===== src/rtl/jtframe_ba_arbiter_pkg.sv =====
// jtframe_ba_arbiter_pkg
// Shared types and constants for the SDRAM bank-port arbiter.
//   state_t  : arbiter FSM states (IDLE, REQ, WAIT)
//   idx_t    : client index type (up to 4 clients)
//   sum_t    : one bit wider than idx_t, used for modulo-CN index arithmetic
//   WDOG_MAX : saturation value of the optional transaction watchdog
package jtframe_ba_arbiter_pkg;

  localparam int OW    = 2;   // client index width
  localparam int MAXCN = 4;   // largest supported client count

  typedef enum logic [1:0] {
    IDLE = 2'd0,
    REQ  = 2'd1,
    WAIT = 2'd2
  } state_t;

  typedef logic [OW-1:0] idx_t;
  typedef logic [OW:0]   sum_t;

  localparam logic [15:0] WDOG_MAX = 16'hFFFF;

  // Index that follows idx in a ring of cn clients.
  function automatic idx_t next_index(input idx_t idx, input int cn);
    if (int'(idx) >= cn - 1) return '0;
    return idx + 1'b1;
  endfunction

endpackage


===== src/rtl/jtframe_ba_rrpick.sv =====
// jtframe_ba_rrpick
// Combinational round-robin selector.
// Ports:
//   pending [CN-1:0] : request vector, one bit per client
//   start   [1:0]    : first index to consider; search wraps modulo CN
//   valid            : at least one client is pending
//   winner  [1:0]    : first pending client found from start onwards
module jtframe_ba_rrpick
  import jtframe_ba_arbiter_pkg::*;
#(
  parameter int CN = 4
) (
  input  logic [CN-1:0] pending,
  input  idx_t          start,
  output logic          valid,
  output idx_t          winner
);

  logic [MAXCN-1:0] pend_pad;
  idx_t             cand [CN];
  logic [CN-1:0]    hit;

  assign pend_pad = MAXCN'(pending);

  // cand[k] is the client visited k steps after start.
  genvar gi;
  generate
    for (gi = 0; gi < CN; gi++) begin : g_rot
      sum_t sum;
      assign sum      = {1'b0, start} + sum_t'(gi);
      assign cand[gi] = (sum >= sum_t'(CN)) ? idx_t'(sum - sum_t'(CN)) : idx_t'(sum);
      assign hit[gi]  = pend_pad[cand[gi]];
    end
  endgenerate

  // Scan from the far end so the candidate nearest to start is assigned last.
  always_comb begin
    valid  = 1'b0;
    winner = '0;
    for (int k = CN - 1; k >= 0; k--) begin
      if (hit[k]) begin
        valid  = 1'b1;
        winner = cand[k];
      end
    end
  end

endmodule


===== src/rtl/jtframe_ba_arbiter.sv =====
// jtframe_ba_arbiter
// Round-robin arbiter sharing one jtframe_sdram64 bank port between CN
// clients. Exactly one transaction is outstanding at a time. Read data is
// not muxed: clients sample the controller dout on their own dok/rdy.
// Optional build macro: JTFRAME_BAARB_WDOG_EN adds a transaction watchdog
// and the sticky wdog_err output.
// Ports:
//   clk, rst            : clock, synchronous active-high reset
//   cl_addr/rd/wr/din/din_m : client requests, client i in slice i
//   cl_ack/dok/rdy      : strobes forwarded to the owning client only
//   ba_addr/rd/wr/din/din_m : registered request towards the controller
//   ba_ack/dok/rdy      : controller strobes
//   owner               : current or last granted client
//   wdog_err            : (macro only) transaction took WDOG_MAX cycles
//   busy                : high while in REQ or WAIT
module jtframe_ba_arbiter
  import jtframe_ba_arbiter_pkg::*;
#(
  parameter int CN = 4,
  parameter int AW = 22,
  parameter int RW = 1
) (
  input  logic             clk,
  input  logic             rst,
  input  logic [CN*AW-1:0] cl_addr,
  input  logic [CN-1:0]    cl_rd,
  input  logic [CN-1:0]    cl_wr,
  input  logic [CN*16-1:0] cl_din,
  input  logic [CN*2-1:0]  cl_din_m,
  output logic [CN-1:0]    cl_ack,
  output logic [CN-1:0]    cl_dok,
  output logic [CN-1:0]    cl_rdy,
  output logic [AW-1:0]    ba_addr,
  output logic             ba_rd,
  output logic             ba_wr,
  output logic [15:0]      ba_din,
  output logic [1:0]       ba_din_m,
  input  logic             ba_ack,
  input  logic             ba_dok,
  input  logic             ba_rdy,
  output logic [1:0]       owner,
`ifdef JTFRAME_BAARB_WDOG_EN
  output logic             wdog_err,
`endif
  output logic             busy
);

  state_t        state_reg;
  idx_t          owner_reg;
  logic [AW-1:0] ba_addr_reg;
  logic          ba_rd_reg;
  logic          ba_wr_reg;
  logic [15:0]   ba_din_reg;
  logic [1:0]    ba_din_m_reg;

  // Unpacked views of the client buses
  logic [AW-1:0] addr_arr [CN];
  logic [15:0]   din_arr  [CN];
  logic [1:0]    mask_arr [CN];

  genvar gi;
  generate
    for (gi = 0; gi < CN; gi++) begin : g_unpack
      assign addr_arr[gi] = cl_addr[gi*AW +: AW];
      assign din_arr[gi]  = cl_din[gi*16 +: 16];
      assign mask_arr[gi] = cl_din_m[gi*2 +: 2];
    end
  endgenerate

  // Round-robin pick, starting one past the last owner
  logic [CN-1:0] pending;
  idx_t          start_idx;
  logic          pick_valid;
  idx_t          pick_idx;

  assign pending   = cl_rd | cl_wr;
  assign start_idx = next_index(owner_reg, CN);

  jtframe_ba_rrpick #(.CN(CN)) u_pick (
    .pending (pending),
    .start   (start_idx),
    .valid   (pick_valid),
    .winner  (pick_idx)
  );

  // Winner's request fields
  logic [AW-1:0] sel_addr;
  logic [15:0]   sel_din;
  logic [1:0]    sel_mask;
  logic          sel_wr;
  logic          wr_grant;

  always_comb begin
    sel_addr = '0;
    sel_din  = '0;
    sel_mask = '0;
    sel_wr   = 1'b0;
    for (int i = 0; i < CN; i++) begin
      if (pick_idx == idx_t'(i)) begin
        sel_addr = addr_arr[i];
        sel_din  = din_arr[i];
        sel_mask = mask_arr[i];
        sel_wr   = cl_wr[i];
      end
    end
  end

  // A client raising both rd and wr is treated as a write; read-only
  // builds turn every write into a read.
  assign wr_grant = sel_wr && (RW != 0);

  // Strobe qualification. dok/rdy are also honoured in the ack cycle so a
  // controller that acks and completes in the same cycle is handled.
  logic ack_fwd;
  logic strobe_win;
  logic dok_fwd;
  logic rdy_fwd;

  assign ack_fwd    = (state_reg == REQ) && ba_ack;
  assign strobe_win = (state_reg == WAIT) || ack_fwd;
  assign dok_fwd    = strobe_win && ba_dok;
  assign rdy_fwd    = strobe_win && ba_rdy;

  always_ff @(posedge clk) begin
    if (rst) begin
      state_reg    <= IDLE;
      owner_reg    <= '0;
      ba_addr_reg  <= '0;
      ba_rd_reg    <= 1'b0;
      ba_wr_reg    <= 1'b0;
      ba_din_reg   <= '0;
      ba_din_m_reg <= '0;
    end else begin
      case (state_reg)
        IDLE: begin
          if (pick_valid) begin
            owner_reg    <= pick_idx;
            ba_addr_reg  <= sel_addr;
            ba_din_reg   <= sel_din;
            ba_din_m_reg <= sel_mask;
            ba_wr_reg    <= wr_grant;
            ba_rd_reg    <= ~wr_grant;
            state_reg    <= REQ;
          end
        end
        REQ: begin
          if (ba_ack) begin
            ba_rd_reg <= 1'b0;
            ba_wr_reg <= 1'b0;
            state_reg <= rdy_fwd ? IDLE : WAIT;
          end
        end
        WAIT: begin
          if (rdy_fwd) state_reg <= IDLE;
        end
        default: state_reg <= IDLE;
      endcase
    end
  end

  // Per-client strobe forwarding: only the owner ever sees a strobe
  generate
    for (gi = 0; gi < CN; gi++) begin : g_fwd
      logic is_owner;
      assign is_owner   = (owner_reg == idx_t'(gi));
      assign cl_ack[gi] = is_owner & ack_fwd;
      assign cl_dok[gi] = is_owner & dok_fwd;
      assign cl_rdy[gi] = is_owner & rdy_fwd;
    end
  endgenerate

`ifdef JTFRAME_BAARB_WDOG_EN
  // Counts cycles spent in REQ/WAIT. The count starts on the first edge
  // after entering REQ, so the flag rises WDOG_MAX cycles after entry.
  // The transaction is not aborted.
  logic [15:0] wdog_cnt_reg;
  logic        wdog_err_reg;
  logic        wdog_run;

  assign wdog_run = (state_reg != IDLE) && !rdy_fwd;

  always_ff @(posedge clk) begin
    if (rst) begin
      wdog_cnt_reg <= '0;
      wdog_err_reg <= 1'b0;
    end else begin
      if (!wdog_run) begin
        wdog_cnt_reg <= '0;
      end else if (wdog_cnt_reg != WDOG_MAX) begin
        wdog_cnt_reg <= wdog_cnt_reg + 16'd1;
      end
      if (wdog_run && (wdog_cnt_reg == WDOG_MAX - 16'd1)) wdog_err_reg <= 1'b1;
    end
  end

  assign wdog_err = wdog_err_reg;
`endif

  assign ba_addr  = ba_addr_reg;
  assign ba_rd    = ba_rd_reg;
  assign ba_wr    = ba_wr_reg;
  assign ba_din   = ba_din_reg;
  assign ba_din_m = ba_din_m_reg;
  assign owner    = owner_reg;
  assign busy     = (state_reg != IDLE);

endmodule


===== config.mk =====
export PLATFORM = sky130hd
export DESIGN_NAME = jtframe_ba_arbiter
export DESIGN_NICKNAME = d
export VERILOG_FILES = /design/src/rtl/jtframe_ba_arbiter_pkg.sv /design/src/rtl/jtframe_ba_rrpick.sv /design/src/rtl/jtframe_ba_arbiter.sv
export SDC_FILE = /design/constraint.sdc
export NUM_CORES = 1
export LEC_CHECK = 0
export CAP_MARGIN = 20
export CORE_MARGIN = 2
export CORE_UTILIZATION = 35
export DETAILED_ROUTE_END_ITERATION = 6
export PLACE_DENSITY = 0.84
export SLEW_MARGIN = 5
export SYNTH_ARGS = -nofsm -noshare
export SYNTH_HDL_FRONTEND = slang
export SYNTH_SLANG_ARGS = --single-unit

===== constraint.sdc =====
create_clock -name clk -period 6.25 [get_ports clk]
set_input_delay 0.625 -clock clk [delete_from_list [all_inputs] [get_ports clk]]
set_output_delay 0.625 -clock clk [all_outputs]
set_load 0.01 [all_outputs]

==> flow_summary_export.csv <==
group,metric,value,unit
run_status,outcome,"complete, no violations",
timing,rsz0062_at_grt,"false",
clocking,post-cts-setup-buffer-count,0,
yosys,synthSimpleGateAreaFrac,22.0,%
finish,largest_reg_flops,22,
global_routing,track_usage,26.6,%
finish,drive_gt1_share,5.50,%
yosys,syn_inst,373,
timing,setup_viol,0,
yosys,postSynth.asyncResetShare,0,%
floorplanning,fp.coreArea,8220,sq um
timing,max_freq,297,MHz
timing,slew_headroom,30.0,%
routing,drt-total-wl,12.9,mm
worst_setup_path,worst_ep_required_time,6450,ps
finish,antenna_cells,0,
power,p_switching,517,uW
worst_setup_path,cp_max_fo,22,
power,internal_power,907,uW
clocking,cts_buffers,5,
placement,portBuffers,229,
placement,gp_congestion,0.915,
worst_setup_path,crit_path_end_kind,"register",
worst_setup_path,reg2regPathDepth,8,
global_routing,grt_remaining_overflow,0,
timing,skew,6.95,ps
clocking,clkTransAtPathRegs,90,ps
global_routing,grt_pass1_wl,19.2,mm
yosys,synth_cell_type_count,46,
timing,fin_crit,3360,ps
floorplanning,num_io_pins,230,
min_path,hold_path_depth,2,
yosys,synth_top_family_by_area,"compound AO/OA/AOI/OAI gates",
yosys,synth_seq_cells,46,
floorplanning,start_util,36.2,%
worst_setup_path,crit_path_start_kind,"register",
floorplanning,die_w,96.2,um
worst_setup_path,arrival,3560,ps
worst_setup_path,timing.rr.start,"owner[0]",
clocking,cts_buffer_depth,2,
global_routing,first_global_vias,3795,
power,combPwrFrac,53.0,%
timing,timing.final.crit_share,53.8,%
power,powerDensity,258,nW/um^2
clocking,cts-hold-fix-buffers,0,
clocking,root_buffer,"clkbuf_8",
finish,nets,758,
yosys,synth_mux_area_share,0.673,%
floorplanning,dieArea,9250,sq um
yosys,ys_warn_count,0,
power,p_clk_share,19.4,%
routing,viasPerCell,5.73,
timing,slew_viol_final,0,
clocking,insertion_delay,300,ps
clocking,cts.sinks,46,
power,switching_share,36.3,%
timing,fin_tns_setup,0,ps
placement,dpl.hpwl,9.68,mm
power,leakagePower,0.00206,uW
timing,finalHoldViolCount,0,
finish,area_delta_synth_final,85.4,%
run,cap_violations,0,
clocking,htree_levels,2,
routing,wl_per_cell,18.8,um
routing,drt_iter0_markers,162,
floorplanning,row_count,33,
yosys,synthAdderAreaFrac,1.68,%
routing,drt-pass1-iter-count,4,
yosys,ys_seq_area_share,31.0,%
yosys,synth_xor_area_share,0,%
floorplanning,die_y,96.2,um
worst_setup_path,crit_type,"reg -> reg",
worst_setup_path,cp-startpoint,"owner[0]",
yosys,synth_nets,550,
min_path,hold_start,"ba_addr[4]",
routing,vias,3939,
power,sequentialPowerShare,27.6,%
clocking,cts_tree,"yes",
yosys,synthesis.area,2970,sq um
min_path,hp-class,"reg -> reg",
yosys,avgSynthCellArea,7.97,sq um
global_routing,grt_max_degree,42,
timing,whs,451,ps
yosys,synth_edf_count,0,
global_routing,grt_antenna_before_repair,0,
routing,drtAntennaViolNets,0,
routing,route.detailed.drc,0,
clocking,post_cts_resized,0,
timing,tightest_slew,1050,ps
power,ir_drop,0.000174,V
yosys,synth_compound_area_share,38.5,%
yosys,synth_ff_type,"dfxtp_1",
synth_stat cells, types with 5 or more instances:
cell type | count | share of area, %
a21o_1 | 11 | 2.8
nand2_1 | 34 | 4.3
clkbuf_1 | 15 | 1.9
a21oi_1 | 5 | 0.84
a211oi_1 | 39 | 9.8
buf_2 | 16 | 2.7
o21ai_0 | 16 | 2.7
o221ai_1 | 29 | 8.5
nand3_1 | 14 | 2.4
a221oi_1 | 11 | 3.2
nor2_1 | 19 | 2.4
o21ai_1 | 28 | 4.7
inv_1 | 5 | 0.63
dfxtp_1 | 46 | 31
and3_1 | 38 | 8.0
final cells by class:
type                            count  area (sq um)
Clock inverter                      2          60.1
Timing Repair Buffer              236          2390
Tap cell                          105           131
Multi-Input combinational cell    287          1910
Fill cell                         699          2700
Inverter                            5          18.8
Clock buffer                        6          82.6
Sequential cell                    46           921
power by group through the flow:
| stage | sequential [uW] | combinational (uW) | clock, uW |
|---|---|---|---|
| 2_1_floorplan | 424 | 369 | 0 |
| 3_3_place_gp | 397 | 707 | 0 |
| 3_5_place_dp | 399 | 734 | 0 |
| 4_1_cts | 393 | 736 | 281 |
| 5_1_grt | 401 | 815 | 292 |
| 6_report | 393 | 755 | 276 |
through the flow:
step / setup slack, ps / utilization, % / cells / total power, uW / cell area, sq um
finish: 2890 / 67.1 / 687 / 1420 / 5510
global route: 2740 / 67.1 / 687 / 1510 / 5510
CTS: 2890 / 66.8 / 686 / 1410 / 5490
detailed placement: 2570 / 65.0 / 678 / 1130 / 5340
global placement: 2680 / 64.4 / 675 / 1100 / 5300
floorplan: 3960 / - / 373 / 792 / 2970
cell families after synthesis:
logic type / after synthesis
AOI/OAI and AO/OA: 156
and+or+nand+nor: 125
DFF: 46
buffers and inverters: 40
adders and majority gates: 4
muxes: 2
metal layers:
| metal | wire, um | GRT usage (%) | part of all wire (%) |
|---|---|---|---|
| met4 | 292 | 7.98 | 2.3 |
| met5 | 0 | 0 | 0 |
| met2 | 6350 | 48.5 | 49 |
| met1 | 5170 | 30.3 | 40 |
| met3 | 1110 | 6.58 | 8.6 |
worst paths after layout:
path                     end  slack (ps)
hold / removal    ba_addr[4]         450
setup / recovery       ba_rd        2890
hold reg to reg   ba_addr[4]         450
setup reg to reg       ba_rd        2890
worst max-delay path, stage by stage, from the launching register on:
cell and delay, ps:
dfxtp_1 600, inv_1 130, ha_1 460, o21ai_0 160, a2111oi_2 140, a211oi_4 880
buf_4 430, nor3_1 150, o31a_1 290
layout by cell type, fill, tap and decap left out, drive strengths merged, types with 3 or more instances in the layout:
master | netlist | final
nor2 | 20 | 20
or2 | 3 | 3
a221oi | 11 | 11
clkbuf | 15 | 6
o221ai | 29 | 29
and2 | 4 | 4
dfxtp | 46 | 46
ha | 4 | 4
nand3 | 14 | 14
a21o | 11 | 11
inv | 5 | 5
a211oi | 40 | 40
clkdlybuf4s50 | 0 | 229
and3 | 38 | 38
buf | 20 | 7
a21oi | 6 | 6
nand2 | 34 | 34
o21ai | 44 | 44
No activity file was read; power rests on OpenSTA's default activity.
